## src/rtl/pipe_reg_chain_if.sv

```systemverilog
// Bus bundle for pipe_reg_chain: clock enable, latency select, data and status.
// vld_in/vld_out are present only when PIPE_VALID_EN is defined.
interface pipe_reg_chain_if #(
  parameter int WIDTH     = 18,
  parameter int MAX_DEPTH = 4
);
  localparam int LSW = $clog2(MAX_DEPTH + 1);

  logic             ce;
  logic [LSW-1:0]   lat_sel;
  logic [WIDTH-1:0] d;
  logic [WIDTH-1:0] q;
  logic             filled;
`ifdef PIPE_VALID_EN
  logic             vld_in;
  logic             vld_out;
`endif

  modport master (
    output ce, lat_sel, d,
`ifdef PIPE_VALID_EN
    output vld_in, input vld_out,
`endif
    input  q, filled
  );

  modport slave (
    input  ce, lat_sel, d,
`ifdef PIPE_VALID_EN
    input  vld_in, output vld_out,
`endif
    output q, filled
  );
endinterface

```

## src/rtl/pipe_reg_chain.sv

```systemverilog
// Runtime-selectable 0..MAX_DEPTH register pipe with fill tracking; CE stalls every stage.
// Optional valid-tag chain in parallel when PIPE_VALID_EN is defined.
module pipe_reg_chain #(
  parameter int WIDTH     = 18,
  parameter int MAX_DEPTH = 4
) (
  input  logic           clk,
  input  logic           rst,
  pipe_reg_chain_if.slave bus
);
  localparam int             LSW  = $clog2(MAX_DEPTH + 1);
  localparam logic [LSW-1:0] MAXD = LSW'(MAX_DEPTH);

  logic [LSW-1:0]   lat_eff;
  logic [LSW-1:0]   lat_q;
  logic [LSW-1:0]   cnt;
  logic [WIDTH-1:0] stg [MAX_DEPTH];
  logic [WIDTH-1:0] q_mux;

  assign lat_eff = (bus.lat_sel > MAXD) ? MAXD : bus.lat_sel;

  // lat_q tracks the applied latency on every edge, reset and stalls included.
  always_ff @(posedge clk) begin
    lat_q <= lat_eff;
    if (rst) begin
      for (int i = 0; i < MAX_DEPTH; i++) begin
        stg[i] <= '0;
      end
      cnt <= '0;
    end else begin
      if (bus.ce) begin
        stg[0] <= bus.d;
        for (int i = 1; i < MAX_DEPTH; i++) begin
          stg[i] <= stg[i-1];
        end
      end
      if (lat_eff != lat_q) begin
        cnt <= '0;
      end else if (bus.ce && (cnt < lat_eff)) begin
        cnt <= cnt + LSW'(1);
      end
    end
  end

  always_comb begin
    q_mux = bus.d;
    for (int k = 1; k <= MAX_DEPTH; k++) begin
      if (lat_eff == LSW'(k)) begin
        q_mux = stg[k-1];
      end
    end
  end

  assign bus.q      = q_mux;
  assign bus.filled = (lat_eff == lat_q) && (cnt == lat_eff);

`ifdef PIPE_VALID_EN
  logic vstg [MAX_DEPTH];
  logic v_mux;

  always_ff @(posedge clk) begin
    if (rst) begin
      for (int i = 0; i < MAX_DEPTH; i++) begin
        vstg[i] <= 1'b0;
      end
    end else if (bus.ce) begin
      vstg[0] <= bus.vld_in;
      for (int i = 1; i < MAX_DEPTH; i++) begin
        vstg[i] <= vstg[i-1];
      end
    end
  end

  always_comb begin
    v_mux = bus.vld_in;
    for (int k = 1; k <= MAX_DEPTH; k++) begin
      if (lat_eff == LSW'(k)) begin
        v_mux = vstg[k-1];
      end
    end
  end

  assign bus.vld_out = v_mux;
`endif
endmodule

```

## src/flat_wrapper.sv

```systemverilog
// flat-port wrapper written by rule: the top's interface ports become plain ports
module pipe_reg_chain_flat 
#(
  parameter int WIDTH     = 18,
  parameter int MAX_DEPTH = 4
)
  (clk, rst, bus_ce, bus_lat_sel, bus_d, bus_q, bus_filled);
  pipe_reg_chain_if #(.WIDTH(WIDTH), .MAX_DEPTH(MAX_DEPTH)) bus_i ();
  input  logic clk;
  input  logic rst;
  input wire logic [$bits(bus_i.ce)-1:0] bus_ce;
  input wire logic [$bits(bus_i.lat_sel)-1:0] bus_lat_sel;
  input wire logic [$bits(bus_i.d)-1:0] bus_d;
  output wire logic [$bits(bus_i.q)-1:0] bus_q;
  output wire logic [$bits(bus_i.filled)-1:0] bus_filled;
  assign bus_i.ce = bus_ce;
  assign bus_i.lat_sel = bus_lat_sel;
  assign bus_i.d = bus_d;
  assign bus_q = bus_i.q;
  assign bus_filled = bus_i.filled;
  pipe_reg_chain #(.WIDTH(WIDTH), .MAX_DEPTH(MAX_DEPTH)) u_core (.clk(clk), .rst(rst), .bus(bus_i));
endmodule
```

## config.mk

```make
export PLATFORM = sky130hd
export DESIGN_NAME = pipe_reg_chain_flat
export DESIGN_NICKNAME = d
export VERILOG_FILES = /design/src/rtl/pipe_reg_chain_if.sv /design/src/rtl/pipe_reg_chain.sv /design/src/flat_wrapper.sv
export SDC_FILE = /design/constraint.sdc
export NUM_CORES = 1
export LEC_CHECK = 0
export BUFFER_PORTS_ARGS = -buffer_cell sky130_fd_sc_hd__buf_2
export CAP_MARGIN = 20
export CORE_MARGIN = 2
export CORE_UTILIZATION = 43
export CTS_CLUSTER_DIAMETER = 120
export CTS_CLUSTER_SIZE = 40
export DETAILED_ROUTE_END_ITERATION = 6
export PLACE_DENSITY = 0.71
export SLEW_MARGIN = 25
export SYNTH_ARGS = -nofsm -noshare
export SYNTH_HDL_FRONTEND = slang
export SYNTH_SLANG_ARGS = --single-unit
export TNS_END_PERCENT = 100
```

## constraint.sdc

```tcl
create_clock -name clk -period 1.7 [get_ports clk]
set_input_delay 0.085 -clock clk [delete_from_list [all_inputs] [get_ports clk]]
set_output_delay 0.085 -clock clk [all_outputs]
set_load 0.03 [all_outputs]
```

==> summary.md <==
| Metric | Value |
|---|---|
| Worst slew margin | `52.7%` |
| Number of global-route vias before repair | `2068` |
| CTS H-tree lvls | `3` |
| Antenna violations before repair | `0` |
| Slowest CP cell | `mux4_2` |
| Final ANT Viol Nets | `0` |
| CP startpoint kind | `flop` |
| Peak supply drop | `398 uV` |
| Post-Syn Instances | `269` |
| Critical path's top delay family | `multiplexers` |
| Vias/cell | `5.02` |
| Clk_lat worst skew | `0.34 ns` |
| Post-Syn Area per Cell | `13.5 um^2` |
| Clock skew | `0.00931 ns` |
| Most frequent cells in the layout | `and2_1, edfxtp_1, nand2_1` |
| Reg-to-Reg End | `u_core.cnt[1]$_SDFFE_PP0P_` |
| CORE AREA | `0.00822 mm^2` |
| Crit path top cell by count | `nand2_1` |
| Fill cells | `713` |
| Register clock-pin slew on the reported worst setup and hold paths | `0.08 ns` |
| Routed wire length per instance | `15.4 um` |
| Port Buffers | `42` |
| Crit share post-route | `94.8%` |
| Slew Viols, Final | `0` |
| Overall routing resource usage | `15.6%` |
| Register-to-Register Path Depth | `6` |
| Post-synthesis cell area | `0.00364 mm^2` |
| Mapped Nets | `297` |
| RSZ-0062 raised after global routing | `false` |
| Clk sinks | `78` |
| CTS buffer count | `9` |
| CTS tree | `built` |
| Die Footprint | `0.00923 mm^2` |
| Row Count | `33` |
| Root Driver | `clkbuf_8` |
| Synthesis Warnings | `0` |
| IO Pins | `43` |
| Arr. time, crit path | `1.53 ns` |
| Sequential fraction of the synthesis area | `62.6%` |
| Crit path cell chain | `mux4_2, nand2_1, nand2_1, buf_2` |
| Status | `finished clean` |
| CP Class | `flop to output port` |
| Reg2reg start | `u_core.cnt[0]$_SDFFE_PP0P_` |
| Slew @ Worst Pin | `0.708 ns` |
| P&R area growth vs syn | `16.9%` |
| Distinct cell type count after synthesis | `25` |
| Worst path bufs/invs | `1` |
| Leakage power | `1.77 nW` |
| Die width | `96.1 um` |
| Worst hold path stage count | `2` |
| Setup crit end kind | `output port` |
| #FFs+latches synth | `78` |
| Fraction of layout cells with a size suffix above 1 | `27.5%` |
| Final Hold Fails | `0` |
| Final Util | `51.8%` |
| Hold path endpoint | `u_core.stg[0][6]$_SDFFCE_PN0P_` |
| Drt pass-1 iters | `5` |
| Largest net degree at the start of global routing | `73` |
| F_max | `0.620 GHz` |
| Worst endpoint required time | `1.62 ns` |
| Final Setup Violations | `0` |
| Diode count | `0` |
| Hold slack | `0.0266 ns` |
| Period minus WS final | `1.61 ns` |
| 1st-iter DRT viols | `169` |
| Crit-path max FO | `2` |
| Slowest stage delay, CP | `0.46 ns` |
| DRC Markers | `0` |
| Final #Nets | `343` |
| Vias | `2132` |
| PwrDens | `1000 mW/mm^2` |
| Setup_tns | `0 ns` |
| Reg2reg setup slack | `0.42 ns` |
| Max Cap Viol | `0` |
| RD Place Congestion | `0.773` |
| Hold path startpoint | `bus_d[6]` |
| Detailed placer's ending HPWL | `3950 um` |
| Final WL | `6540 um` |
| Hold/Removal Path Class | `input port to flop` |
| Global-route wire length before repair | `10500 um` |
| Initial core utilization | `44.3%` |
| Die height | `96.1 um` |
| Total congestion overflow | `0` |
| CTS Buffer Depth | `2` |
==> worst max path at each step <==
stage / from / to / depth (start not counted)
after floorplan: rst / u_core.stg[0][0]$_SDFFCE_PN0P_ / 1
after global placement: bus_ce / u_core.stg[2][6]$_SDFFCE_PN0P_ / 3
final: u_core.stg[0][13]$_SDFFCE_PN0P_ / bus_q[13] / 4
after detailed placement: bus_lat_sel[2] / u_core.cnt[1]$_SDFFE_PP0P_ / 8
after global routing: u_core.stg[2][11]$_SDFFCE_PN0P_ / bus_q[11] / 4
after CTS: u_core.stg[0][13]$_SDFFCE_PN0P_ / bus_q[13] / 4
==> cell usage after synthesis (all sizes together) <==
master	count	share of area, %
nand3b	1	0.21
nand4	1	0.17
mux2i	1	0.27
and2	72	12
or2	2	0.34
nor2b	3	0.52
xor2	1	0.24
inv	3	0.31
and4bb	1	0.34
mux4	18	11
clkbuf	12	1.3
nor2	5	0.52
nand2	56	5.8
ha	4	1.4
xnor2	3	0.93
edfxtp	72	59
nand3	2	0.27
buf	5	1.2
a31oi	1	0.17
dfxtp	6	3.3
==> flip-flops by register name (all words and copies together), names as in the netlist <==
register / cells
u_core.cnt: 3
u_core.lat_q: 3
u_core.stg: 72
==> per-layer routing <==
layer | wire length (um) | up-vias | track usage (%)
met2 | 2960 | 41 | 21.6
li1 | - | 1029 | -
met1 | 3240 | 1053 | 23.3
met4 | 115 | 0 | 7.98
met5 | 0 | - | 0
met3 | 220 | 9 | 2.98
==> logic make-up (layout without fill, tap and decap cells) <==
logic type	after synthesis	in the layout	synth area share (%)
AO/OA/AOI/OAI	1	1	0.172
XOR/XNOR	4	4	1.17
adder cells (fa/ha/maj)	4	4	1.37
buffers and inverters	20	71	2.75
flip-flops	78	78	62.6
multiplexers	19	19	11.4
AND/OR/NAND/NOR	143	143	20.5
==> metrics by stage <==
step           std cells  worst slack, ns  instance area, um^2  total power (W)
2_1_floorplan        269            0.295                 3640          0.00264
3_3_place_gp         406            0.182                 3980          0.00279
6_report             425           0.0880                 4260          0.00428
3_5_place_dp         407            0.212                 4010          0.00281
5_1_grt              425          0.00111                 4260          0.00444
4_1_cts              424           0.0727                 4230          0.00430
==> layout make-up <==
type,count,area [um^2],share of cell area (%)
inverter,3,11.3,0.264
timing repair buffer,52,348,8.17
sequential,78,2280,53.6
multi-input combinational,171,1270,29.8
clock buffer,11,131,3.08
tap,105,131,3.08
clock inverter,5,83.8,1.97
==> report_power, final <==
part	switching [W]	leakage [nW]	total, W	internal, W
Sequential	0.0000513	0.841	0.00228	0.00223
Clock	0.000672	0.0998	0.00150	0.000831
Combinational	0.000281	0.831	0.000497	0.000216
Total	0.00100	1.77	0.00428	0.00327
==> repair_timing <==
item | CTS | global route
resized for setup | 0 | 9
setup endpoints to repair | 0 | 3
hold endpoints to repair | 1 | 0
hold buffers | 1 | 0
buffers inserted | 0 | 1
(Power assumes the default switching activity.)
